`src/rtl/serial_subtractor.sv`:
```
// ---------------------------------------------------------------------------
// serial_subtractor
//
// Multi-cycle subtractor: computes diff = a - b - bin over WIDTH bits,
// DIGIT bits per clock, using a ripple chain of DIGIT full-subtractor slices
// and a borrow register that carries between steps. Trades latency
// (WIDTH/DIGIT cycles) for a small datapath.
//
// WIDTH must be a multiple of DIGIT, WIDTH >= 2, 1 <= DIGIT <= WIDTH.
//
// Ports:
//   clk_i    rising-edge clock
//   rst_i    asynchronous active-high reset
//   start_i  request a new operation (sampled only while idle)
//   a_i      minuend, captured on the accepting edge
//   b_i      subtrahend, captured on the accepting edge
//   bin_i    borrow-in for chaining, captured on the accepting edge
//   busy_o   operation in progress
//   done_o   one-cycle pulse when diff_o/bo_o/zero_o are updated
//   diff_o   (a - b - bin) mod 2^WIDTH, held until the next completion
//   bo_o     final borrow-out, 1 iff a < b + bin (unsigned)
//   zero_o   1 iff diff_o == 0
// ---------------------------------------------------------------------------
module serial_subtractor #(
    parameter int WIDTH = 8,
    parameter int DIGIT = 1
) (
    input  logic             clk_i,
    input  logic             rst_i,
    input  logic             start_i,
    input  logic [WIDTH-1:0] a_i,
    input  logic [WIDTH-1:0] b_i,
    input  logic             bin_i,
    output logic             busy_o,
    output logic             done_o,
    output logic [WIDTH-1:0] diff_o,
    output logic             bo_o,
    output logic             zero_o
);

    localparam int NSTEP = WIDTH / DIGIT;
    localparam int CW    = $clog2(NSTEP + 1);

    typedef enum logic {
        IDLE,
        RUN
    } state_t;

    state_t           state_q;
    logic [WIDTH-1:0] aSh_q;
    logic [WIDTH-1:0] bSh_q;
    logic             borrow_q;
    logic [CW-1:0]    cnt_q;
    logic [WIDTH-1:0] part_q;
    logic [WIDTH-1:0] diff_q;
    logic             bo_q;
    logic             zero_q;
    logic             busy_q;
    logic             done_q;

    logic [DIGIT-1:0] sliceDiff;
    logic             bwRun;
    logic             borrow_d;
    logic [WIDTH-1:0] part_d;
    logic [CW-1:0]    cnt_d;

    // One step of the datapath: the slice chain works on the low DIGIT bits
    // of the operand shift registers, rippling the borrow from the borrow
    // register upward. The new difference bits enter at the MSB end of the
    // partial result so that after NSTEP steps the LSB digit has travelled
    // all the way down to bit 0.
    always_comb begin
        sliceDiff = '0;
        bwRun     = borrow_q;
        for (int i = 0; i < DIGIT; i++) begin
            sliceDiff[i] = aSh_q[i] ^ bSh_q[i] ^ bwRun;
            bwRun        = (~aSh_q[i] & bSh_q[i]) | (~(aSh_q[i] ^ bSh_q[i]) & bwRun);
        end
        borrow_d = bwRun;
        part_d   = (part_q >> DIGIT) | (WIDTH'(sliceDiff) << (WIDTH - DIGIT));
        cnt_d    = cnt_q + CW'(1);
    end

    // Control FSM and all registers. The visible results (diff/bo/zero) are
    // written only on the completing step, so they keep the previous result
    // for the whole of a run.
    always_ff @(posedge clk_i or posedge rst_i) begin
        if (rst_i) begin
            state_q  <= IDLE;
            aSh_q    <= '0;
            bSh_q    <= '0;
            borrow_q <= 1'b0;
            cnt_q    <= '0;
            part_q   <= '0;
            diff_q   <= '0;
            bo_q     <= 1'b0;
            zero_q   <= 1'b0;
            busy_q   <= 1'b0;
            done_q   <= 1'b0;
        end else begin
            case (state_q)
                IDLE: begin
                    done_q <= 1'b0;
                    if (start_i) begin
                        aSh_q    <= a_i;
                        bSh_q    <= b_i;
                        borrow_q <= bin_i;
                        cnt_q    <= '0;
                        part_q   <= '0;
                        busy_q   <= 1'b1;
                        state_q  <= RUN;
                    end
                end
                RUN: begin
                    aSh_q    <= aSh_q >> DIGIT;
                    bSh_q    <= bSh_q >> DIGIT;
                    borrow_q <= borrow_d;
                    part_q   <= part_d;
                    cnt_q    <= cnt_d;
                    // Last step: publish the result taken straight from the
                    // next-state values so no extra cycle is spent.
                    if (cnt_d == CW'(NSTEP)) begin
                        diff_q  <= part_d;
                        bo_q    <= borrow_d;
                        zero_q  <= (part_d == '0);
                        done_q  <= 1'b1;
                        busy_q  <= 1'b0;
                        state_q <= IDLE;
                    end
                end
                default: state_q <= IDLE;
            endcase
        end
    end

    assign busy_o = busy_q;
    assign done_o = done_q;
    assign diff_o = diff_q;
    assign bo_o   = bo_q;
    assign zero_o = zero_q;

endmodule

```
`config.mk`:
```
export PLATFORM = sky130hd
export DESIGN_NAME = serial_subtractor
export DESIGN_NICKNAME = d
export VERILOG_FILES = /design/src/rtl/serial_subtractor.sv
export SDC_FILE = /design/constraint.sdc
export NUM_CORES = 1
export LEC_CHECK = 0
export BUFFER_PORTS_ARGS = -buffer_cell sky130_fd_sc_hd__buf_2
export CAP_MARGIN = 0
export CORE_MARGIN = 2
export CORE_UTILIZATION = 39
export DETAILED_ROUTE_END_ITERATION = 10
export PLACE_DENSITY = 0.67
export SETUP_SLACK_MARGIN = 0.3
export SLEW_MARGIN = 20
export SYNTH_ARGS = -nofsm -noshare
export SYNTH_HDL_FRONTEND = slang
export SYNTH_SLANG_ARGS = --single-unit
export TNS_END_PERCENT = 100
```
`constraint.sdc`:
```
create_clock -name clk_i -period 2.1 [get_ports clk_i]
set_input_delay 0.105 -clock clk_i [delete_from_list [all_inputs] [get_ports clk_i]]
set_output_delay 0.105 -clock clk_i [all_outputs]
set_load 0.05 [all_outputs]
```
======== Word level (Yosys, flattened, before mapping) ========
Index checks and enable logic that the tools add are counted.
storage, ports and cells
  flip-flop bits (word level) ............. 42
  output and inout port bits .............. 12
  logic and storage cells ................. 45
  input bits .............................. 20
cells by class
  bitwise operators ....................... 9
  muxes and demuxes ....................... 18
  equality and inequality tests ........... 3
  add/subtract/negate cells ............... 1
  reductions and logical operators ........ 3
operators by type and width
  kind                                            number
  one-hot mux 8 bit (2 select lines)              3
  two-way mux 8 bit                               3
  zero test 8 bit                                 1
  bitwise OR 7 x 8 -> 8 bit                       1
  one-hot mux 1 bit (2 select lines)              4
  one-hot mux 4 bit (2 select lines)              1
  two-way mux 1 bit                               6
  adder 4 x 1 -> 4 bit (second input constant)    1
  == test 4 bit (second input constant)           1
  two-way mux 4 bit                               1
  AND reduction 2 bit                             2
  NOT 1 bit                                       3
  AND 1 bit                                       2
  != test 2 x 1 -> 1 bit (second input constant)  1
  != test 2 bit (second input constant)           1
  bitwise XOR 1 bit                               2
  bitwise OR 1 bit                                1

======== Longest topological paths before layout ========
Gate-level depths: netlist of the first run.
  depth after elaboration ................. 5
  depth in mapped cells ................... 5
  depth with buffers taken out ............ 5

======== Worst setup path before layout of the first run ========
No wires, ideal clock.
  path type ............................... register -> register
  start point ............................. reg cnt_q[1]
  end point ............................... reg diff_q[0], in the netlist diff_o[0]
  period minus slack after synthesis ...... 1437 ps
  buffers on the path ..................... 1
  setup time .............................. 125 ps
  setup slack ............................. 663 ps
  arrival ................................. 1312 ps
  cell stages (with the launch flop) ...... 5
  data required time ...................... 1975 ps
  cells stage by stage .................... dfrtp_1 -> and3b_1 -> o2111ai_4 -> buf_6 -> mux2_4
on the way
  word-level cells in the longest chain between the ends .. 3
ends and longest elaborated chain
  element                               line  text
  start, declared                       53    logic [CW-1:0] cnt_q;
  start signal, assigned                119   cnt_q <= cnt_d;
  adder 4 x 1 -> 4 bit                  81    cnt_d = cnt_q + CW'(1);
  == test 4 bit                         122   if (cnt_d == CW'(NSTEP)) begin
  AND reduction 2 bit (no source line)  --
  end signal, assigned                  123   diff_q <= part_d;
  end, declared                         55    logic [WIDTH-1:0] diff_q;
Every way passes these cells.
A chain may end at the register's enable or synchronous reset.

======== Worst setup path in the final report of the first run ========
  start point ............................. reg cnt_q[1]
  end point ............................... reg diff_q[5], in the netlist diff_o[5]
The elaborated chain is that of the path after synthesis.

==> results of run 1 <==
[worst paths after layout]
check | to | cells past startpoint
worst max-delay path | diff_o[5] | 3
worst min register to register | done_o | 2
worst min-delay path | bSh_q[7] | 3
max in group asynchronous | bSh_q[1] | 4
min in group asynchronous | aSh_q[2] | 4
worst max register to register | diff_o[5] | 3
[cells in the mapped netlist (all sizes together)]
library cell  number  area share, %
o2111ai            1            1.5
o21ai             20            5.6
xor2               1           0.49
mux2i             18             10
nor2               3           0.63
dfrtp             41             57
nand3              2           0.56
o22ai              1           0.35
and3b              1           0.49
nor2b              2           0.70
a22o               6            2.9
o211a              1           0.56
fa                 1            1.1
mux2               8            6.1
buf                5            1.9
clkbuf             4           0.84
clkinv             1           0.21
nand2             26            5.4
a21boi             1           0.63
nor4               2           0.70
ha                 1           0.70
a21oi              1           0.28
inv                6            1.3
[kinds of logic (layout without fill, tap and decap cells)]
logic type / Yosys count / in the layout / share of synthesized area [%]
simple gates: 36 / 36 / 8.50
mux: 26 / 26 / 16.1
buf+inv: 16 / 51 / 4.18
xor+xnor: 1 / 1 / 0.488
compound gates: 31 / 31 / 11.8
fa+ha+maj: 2 / 2 / 1.81
flops: 41 / 41 / 57.1
[placed cells by master (no fill, tap or decap), types with 4 or more instances in the layout]
cell       n
mux2_4     5
a22o_1     6
inv_1      6
nand2_1   26
clkbuf_8   5
buf_2     31
dfrtp_1   41
buf_4      4
mux2i_1   18
o21ai_0   20
[sequential cells by signal (all words and copies together) (netlist names)]
signal / cells
aSh_q: 8
bSh_q: 8
diff_o: 8
part_q: 7
cnt_q: 4
bo_o: 1
borrow_q: 1
busy_o: 1
done_o: 1
state_q: 1
zero_o: 1
[metrics by stage]
step | area [um^2] | total power [mW] | util, % | worst slack [ps] | hold WS (ps)
2_1_floorplan | 1800 | 2.34 | - | 663 | 261
3_3_place_gp | 2000 | 2.62 | 45.5 | 483 | 258
3_5_place_dp | 2000 | 2.65 | 45.5 | 451 | 261
4_1_cts | 2140 | 3.42 | 48.8 | 448 | 54.0
5_1_grt | 2140 | 3.62 | 48.8 | 374 | 72.7
6_report | 2140 | 3.36 | 48.8 | 469 | 64.4
[final cells by class]
type | count | area (um^2) | area share, %
flip-flops and latches | 41 | 1030 | 47.9
well taps | 52 | 65.1 | 3.04
repair buffers | 36 | 195 | 9.12
inverters | 7 | 26.3 | 1.23
multi-input cells | 96 | 694 | 32.4
clock inverters | 3 | 65.1 | 3.04
clock buffers | 5 | 68.8 | 3.21
[worst max-delay path, delay by kind of cell, from the launching register on]
kind / cells / cell delay [ps]
and+or+nand+nor: 1 / 230
muxes: 1 / 390
DFF: 1 / 430
AOI/OAI and AO/OA: 1 / 470
[routing by layer]
layer	wire [um]	track usage (%)	up-vias
met4	62	5.45	0
met2	1470	23.0	28
met1	1510	19.6	572
met5	0	0	-
met3	175	4.64	8
li1	-	-	592
[where the power goes]
part,internal [mW],switching [mW],total [mW]
sequential,1.11,0.241,1.35
clock,0.472,0.271,0.743
combinational,0.483,0.782,1.27
total,2.07,1.29,3.36
[timing repair]
action,4_1_cts,5_1_grt
endpoints found under the setup margin,0,0
endpoints found under the hold margin,41,0
hold buffers,1,0
buffers inserted,0,0
==> metrics.txt, run 1 <==
CTS H-tree depth 2; crit path max-delay cell type o2111ai_4; GRT Util Overall 14.8%; Reg clk slew, reported paths 80 ps; IO Count 32; Max Clk Rate 613 MHz; number of global-route vias before repair 1,238; Starting Density 41.0%; cells after synthesis 153; post-route ant nets 0; count of state elements after synthesis 41; leak pwr 1.08 nW; Worst Max-Slew Pin Slew 546 ps; CTS tree yes; DRT Pass-1 Iters 4; Reg2Reg Setup Slack 470 ps; Hold Vio Cnt, Final 0; slowest stage delay, CP 470 ps; fin crit share 77.7%; hold path startpoint b_i[7]; detailed placement HPWL 2.25 mm; DIE AREA 0.00516 mm^2; initial DRC count 63; Worst Setup SP cnt_q[1]; Pwr per Cell Area 1570 mW/mm^2; filler-free cell count of the finished design 240; Final Max Tran Viols 0; Num CTS Buffers 5; Cell Chain, Critical Path and3b_1 -> o2111ai_4 -> mux2_2; drt total wl 3.22 mm; startpoint types register; post-DR wirelength/cell 13.4 um; Slew HR 63.6%; Syn. warnings 0; Worst-Skew Late Latency 290 ps; Port-buffer cells 31; FF-to-FF Start cnt_q[1]; clk buf depth 2; HP Class input pin to register; Die Height 71.9 um; Ant. Diodes 0; vias 1,200; DIE WIDTH 71.9 um; initial antenna violation count 0; Max Cap Viol 0; post-CTS resize count 0; Setup violations, final 0; syn nets 175; CORE AREA 0.00438 mm^2; critical path class register to register; CTS Sinks 41; residual DRC count 0; TNS Setup 0 ps; Layout Skew 7.57 ps; Cell Area, Synth 0.00180 mm^2; GP Congestion 0.715; share of layout cells above drive strength 1 28.2%; Area Growth Syn to Fin 19.2%; Final Critical Period 1630 ps; critical-path maximum fanout 13; synthesized area per cell 11.7 um^2; status finished, final reports clean; Cell variety after synth 26; sequential area share after synthesis 57.1%; DR vias/cell 5.00; Final nets 209; unrepaired setup endpoints after global routing false; first-pass GRT wire length 5.86 mm; CTS root buffer clkbuf_8; VDD IR-drop max 715 uV; pin count of the biggest net entering global routing 42; required time worst endpoint 2280 ps; filler cell count in the final layout 412; grt ovf 0; placed insts 231; Crit. End Element register; WP data arrival 1810 ps; Site Rows 24
(Power assumes the default switching activity.)
==> run 2: changes to the inputs <==
Settings changed: PLACE_DENSITY 0.67 to 0.69.
Clock period 2.1 ns to 1.45 ns, I/O delays scaled along.
==> run 2 against run 1 <==
Compared with the run above: critical path depth rose by 2; wire length rose by 13%; clock skew barely moved; the run now ends with negative setup slack left; largest power group is now combinational logic; design area rose by 9.2%; combinational power rose by 87%; via count rose by 6.7%; first-iteration DRC count fell by 27%; global-route usage rose by 0.74 points; flip-flop and latch count did not move; utilization rose by 4.5 points; clock-buffer cell count rose by 2.
==> metrics.txt, run 2 (synthesized netlist as in run 1, its figures left out) <==
Final Max Tran Viols 0; detailed placement HPWL 2.38 mm; CP top delay family flip-flops; Final nets 227; CTS tree yes; Clock power frac 14.8%; DIE AREA 0.00516 mm^2; Hold WS 19.6 ps; Area Growth Syn to Fin 30.2%; Pwr per Cell Area 2190 mW/mm^2; Num CTS Buffers 5; combinational cell fraction of total power 46.6%; Hold Path Depth 3; CTS root buffer clkbuf_8; critical-path maximum fanout 8; crit path max-delay cell type dfrtp_1; fin crit share 102%; DR vias/cell 4.98; switching power 2.03 mW; startpoint types register; CORE AREA 0.00438 mm^2; pin count of the biggest net entering global routing 42; Starting Density 41.0%; unrepaired setup endpoints after global routing true; switching share of power 39.7%; vias 1,280; CTS Sinks 41; Cell Chain, Critical Path buf_6 -> a21boi_4 -> o2111ai_4 -> buf_12 -> mux2_4; critical path class register to register; P_int 3.08 mW; TNS Setup -126 ps; Max Clk Rate 679 MHz; Reg clk slew, reported paths 80 ps; hold path startpoint a_i[7]; CP bufs+invs 2; leak pwr 1.19 nW; R2R cell count 5; post-route ant nets 0; drt total wl 3.65 mm; Site Rows 24; clk buf depth 2; Reg2Reg Setup Slack -20 ps; Hold Vio Cnt, Final 0; Crit. End Element register; R2R Path End diff_o[5]; FF-to-FF Start cnt_q[0]; cell area after layout 0.00234 mm^2; Max Cap Viol 0; post-layout util 53.3%; grt ovf 0; initial DRC count 46; slowest stage delay, CP 410 ps; DIE WIDTH 71.9 um; share of layout cells above drive strength 1 38.5%; number of global-route vias before repair 1,249; Layout Skew 7.92 ps; Worst Max-Slew Pin Slew 509 ps; VDD IR-drop max 982 uV; GP Congestion 0.678; setup ws final -22.0 ps; Setup violations, final 7; HP Class input pin to register; DRT Pass-1 Iters 4; post-DR wirelength/cell 14.2 um; GRT Util Overall 15.6%; first-pass GRT wire length 6.13 mm; Ant. Diodes 0; status finished with violations; initial antenna violation count 0; Final Critical Period 1470 ps; required time worst endpoint 1640 ps; Placed Area 0.00207 mm^2; Reg power frac 38.6%; violated checks negative setup slack; Worst-Skew Late Latency 300 ps; Die Height 71.9 um; commonest non-fill, non-tap cell in the layout dfrtp_1; Slew HR 66.1%; Port-buffer cells 31; WP data arrival 1660 ps; IO Count 32; most frequent cells in the layout dfrtp_1 (40), buf_2 (31), nand2_1 (25); CTS H-tree depth 2; residual DRC count 0; Min-Delay Endpoint aSh_q[7]
==> run 2: cell count changes in the layout (fill, tap and decap cells not counted), sizes merged <==
cell | previous run | this run
clkbuf | 5 | 8
inv | 6 | 7
buf | 35 | 52
bufinv | 2 | 0
clkinv | 2 | 0
==> run 2: power by group through the flow <==
stage	registers (mW)	logic [mW]	clock network, mW
global route	2.04	2.60	0.833
CTS	1.95	2.15	0.777
global placement	1.97	1.92	0
floorplan	2.40	0.989	0
finish	1.97	2.38	0.755
detailed placement	1.98	1.97	0
==> run 2: how the worst max path moves through the flow <==
stage               slack [ps]     start  cells after the start        end
finish                     -20  cnt_q[0]                      5  diff_o[5]
global route               -60  cnt_q[0]                      5  diff_o[5]
CTS                        -30  cnt_q[0]                      4  diff_o[5]
detailed placement         -40  cnt_q[0]                      4  diff_o[5]
global placement            20  cnt_q[0]                      4  diff_o[5]
floorplan                   10  cnt_q[1]                      4  diff_o[0]
==> run 2: stage by stage <==
step                power [mW]  setup WS, ps  instances
finish                    5.11         -22.0        257
detailed placement        3.95         -38.3        239
global route              5.47         -63.4        257
CTS                       4.88         -30.6        252
floorplan                 3.39          13.4        153
global placement          3.88          17.1        239
==> run 2: per-layer routing <==
layer	global-route usage (%)	routed length, um	share of wire [%]	vias to the layer above
met1	20.4	1600	44	619
met3	5.63	197	5.4	5
met4	4.40	46	1.3	0
li1	-	-	-	628
met2	24.5	1810	50	28
met5	0	0	0	-
==> run 2: cell type report <==
class,count,area [um^2]
well taps,52,65.1
inverters,7,28.8
fillers,394,2050
flip-flops and latches,41,1030
multi-input cells,96,733
repair buffers,54,397
clock buffers,7,86.3
==> run 2: what timing repair did <==
action                                  in CTS  in global routing
hold endpoints to repair                    41                  0
gates resized for setup                     10                 13
endpoints found under the setup margin      20                 21
hold buffers                                 1                  0
buffers inserted                             5                  4
pin swaps                                    3                  4
gates cloned                                 0                  1
==> run 2: worst reg2reg max path: stages (launching register included) <==
cell	delay [ps]
dfrtp_1	410
buf_6	140
a21boi_4	170
o2111ai_4	170
buf_12	180
mux2_4	300
==> run 3: changes to the inputs <==
Settings changed: CTS_BUF_LIST from default to sky130_fd_sc_hd__clkbuf_16.
==> run 3 against run 2 <==
Compared with the run above: the flow still finishes with violations (negative setup slack); worst setup slack is essentially flat; clock-buffer cell count down 2; sequential share of layout area fell by 0.35 points; flip-flop and latch count stayed put; design area grew 0.80%; total power increased by 4.2%; fmax hardly changed; non-clock buffer count decreased by 2; critical path type unchanged; largest cell class unchanged.
==> metrics.txt, run 3 (synthesized netlist as in run 1, its figures left out) <==
placed insts 239; Final nets 225; most frequent cells in the layout dfrtp_1 (40), buf_2 (31), nand2_1 (25); IO Count 32; drt total wl 3.65 mm; filler-free cell count of the finished design 255; leak pwr 1.20 nW; DIE WIDTH 71.9 um; Hold Vio Cnt, Final 0; critical-path maximum fanout 8; required time worst endpoint 1620 ps; Final Critical Period 1470 ps; Port-buffer cells 31; Ant. Diodes 0; Area Growth Syn to Fin 31.2%; Worst Max-Slew Pin Slew 512 ps; Crit. End Element register; GRT Util Overall 15.5%; startpoint types register; Worst-Skew Late Latency 280 ps; status finished with violations; setup ws final -21.7 ps; Slew HR 65.9%; Final Max Tran Viols 0; pin count of the biggest net entering global routing 42; CTS H-tree depth 2; share of layout cells above drive strength 1 37.4%; DRT Pass-1 Iters 4; TNS Setup -97.7 ps; Max Clk Rate 679 MHz; DIE AREA 0.00516 mm^2; CTS tree yes; CORE AREA 0.00438 mm^2; initial DRC count 70; Site Rows 24; cell area after layout 0.00236 mm^2; Num CTS Buffers 5; Placed Area 0.00207 mm^2; GP Congestion 0.678; first-pass GRT wire length 6.07 mm; CTS root buffer clkbuf_16; Reg clk slew, reported paths 60 ps; clk buf depth 2; DR vias/cell 4.95; critical path class register to register; HP Class input pin to register; fin crit share 101%; CTS Sinks 41; commonest non-fill, non-tap cell in the layout dfrtp_1; initial antenna violation count 0; violated checks negative setup slack; Die Height 71.9 um; vias 1,261; VDD IR-drop max 887 uV; Layout Skew 3.72 ps; post-DR wirelength/cell 14.3 um; residual DRC count 0; filler cell count in the final layout 394; Setup violations, final 7; number of global-route vias before repair 1,241; Max Cap Viol 0; unrepaired setup endpoints after global routing true; post-route ant nets 0; grt ovf 0; Pwr per Cell Area 2260 mW/mm^2; detailed placement HPWL 2.38 mm; WP data arrival 1640 ps; Starting Density 41.0%
-- run 3: area by class of cell --
class / count / area [um^2] / share of cell area, %
Inverter: 7 / 28.8 / 1.22
Clock inverter: 2 / 7.51 / 0.319
Tap cell: 52 / 65.1 / 2.76
Timing Repair Buffer: 52 / 369 / 15.7
Clock buffer: 5 / 125 / 5.31
Sequential cell: 41 / 1030 / 43.6
Multi-Input combinational cell: 96 / 733 / 31.1
-- run 3: worst paths after layout --
kind | start | to | slack (ps) | cells past startpoint
min in group asynchronous | rst_i | aSh_q[7] | 460 | 4
max reg2reg | cnt_q[0] | diff_o[5] | -20 | 5
min reg2reg | aSh_q[2] | aSh_q[1] | 480 | 2
max | cnt_q[0] | diff_o[5] | -20 | 5
max in group asynchronous | rst_i | state_q | 610 | 4
min | a_i[7] | aSh_q[7] | 40 | 3
-- run 3: timing repair --
| action | in CTS | in global routing |
|---|---|---|
| pin swaps | 3 | 4 |
| hold buffers | 1 | 0 |
| endpoints found under the setup margin | 20 | 24 |
| endpoints found under the hold margin | 41 | 0 |
| resized for setup | 9 | 15 |
| buffers inserted | 5 | 2 |
| cloned | 0 | 1 |
-- run 3: per-stage QoR --
| stage | total power, mW | hold slack [ps] | setup slack, ps | utilization, % |
|---|---|---|---|---|
| floorplan | 3.39 | 229 | 13.4 | - |
| global placement | 3.88 | 224 | 17.1 | 47.2 |
| detailed placement | 3.95 | 228 | -38.3 | 47.2 |
| CTS | 5.16 | 35.7 | -22.0 | 51.9 |
| global route | 5.68 | 72.3 | -56.4 | 53.7 |
| finish | 5.32 | 39.2 | -21.7 | 53.7 |
-- run 3: critical path, stage by stage, from the launching register on --
cell	delay [ps]
dfrtp_1	410
buf_6	140
a21boi_4	170
o2111ai_4	170
buf_12	180
mux2_4	290
-- run 3: power breakdown --
group	leakage [nW]	internal (mW)	switching (mW)
registers	0.522	1.62	0.360
logic	0.612	1.04	1.27
clock network	0.0685	0.615	0.414
-- run 3: routing by layer --
| layer | GRT usage [%] | share of wire [%] |
|---|---|---|
| met4 | 5.03 | 1.6 |
| met3 | 5.20 | 5.1 |
| met5 | 0 | 0 |
| met1 | 20.3 | 45 |
| met2 | 24.3 | 48 |
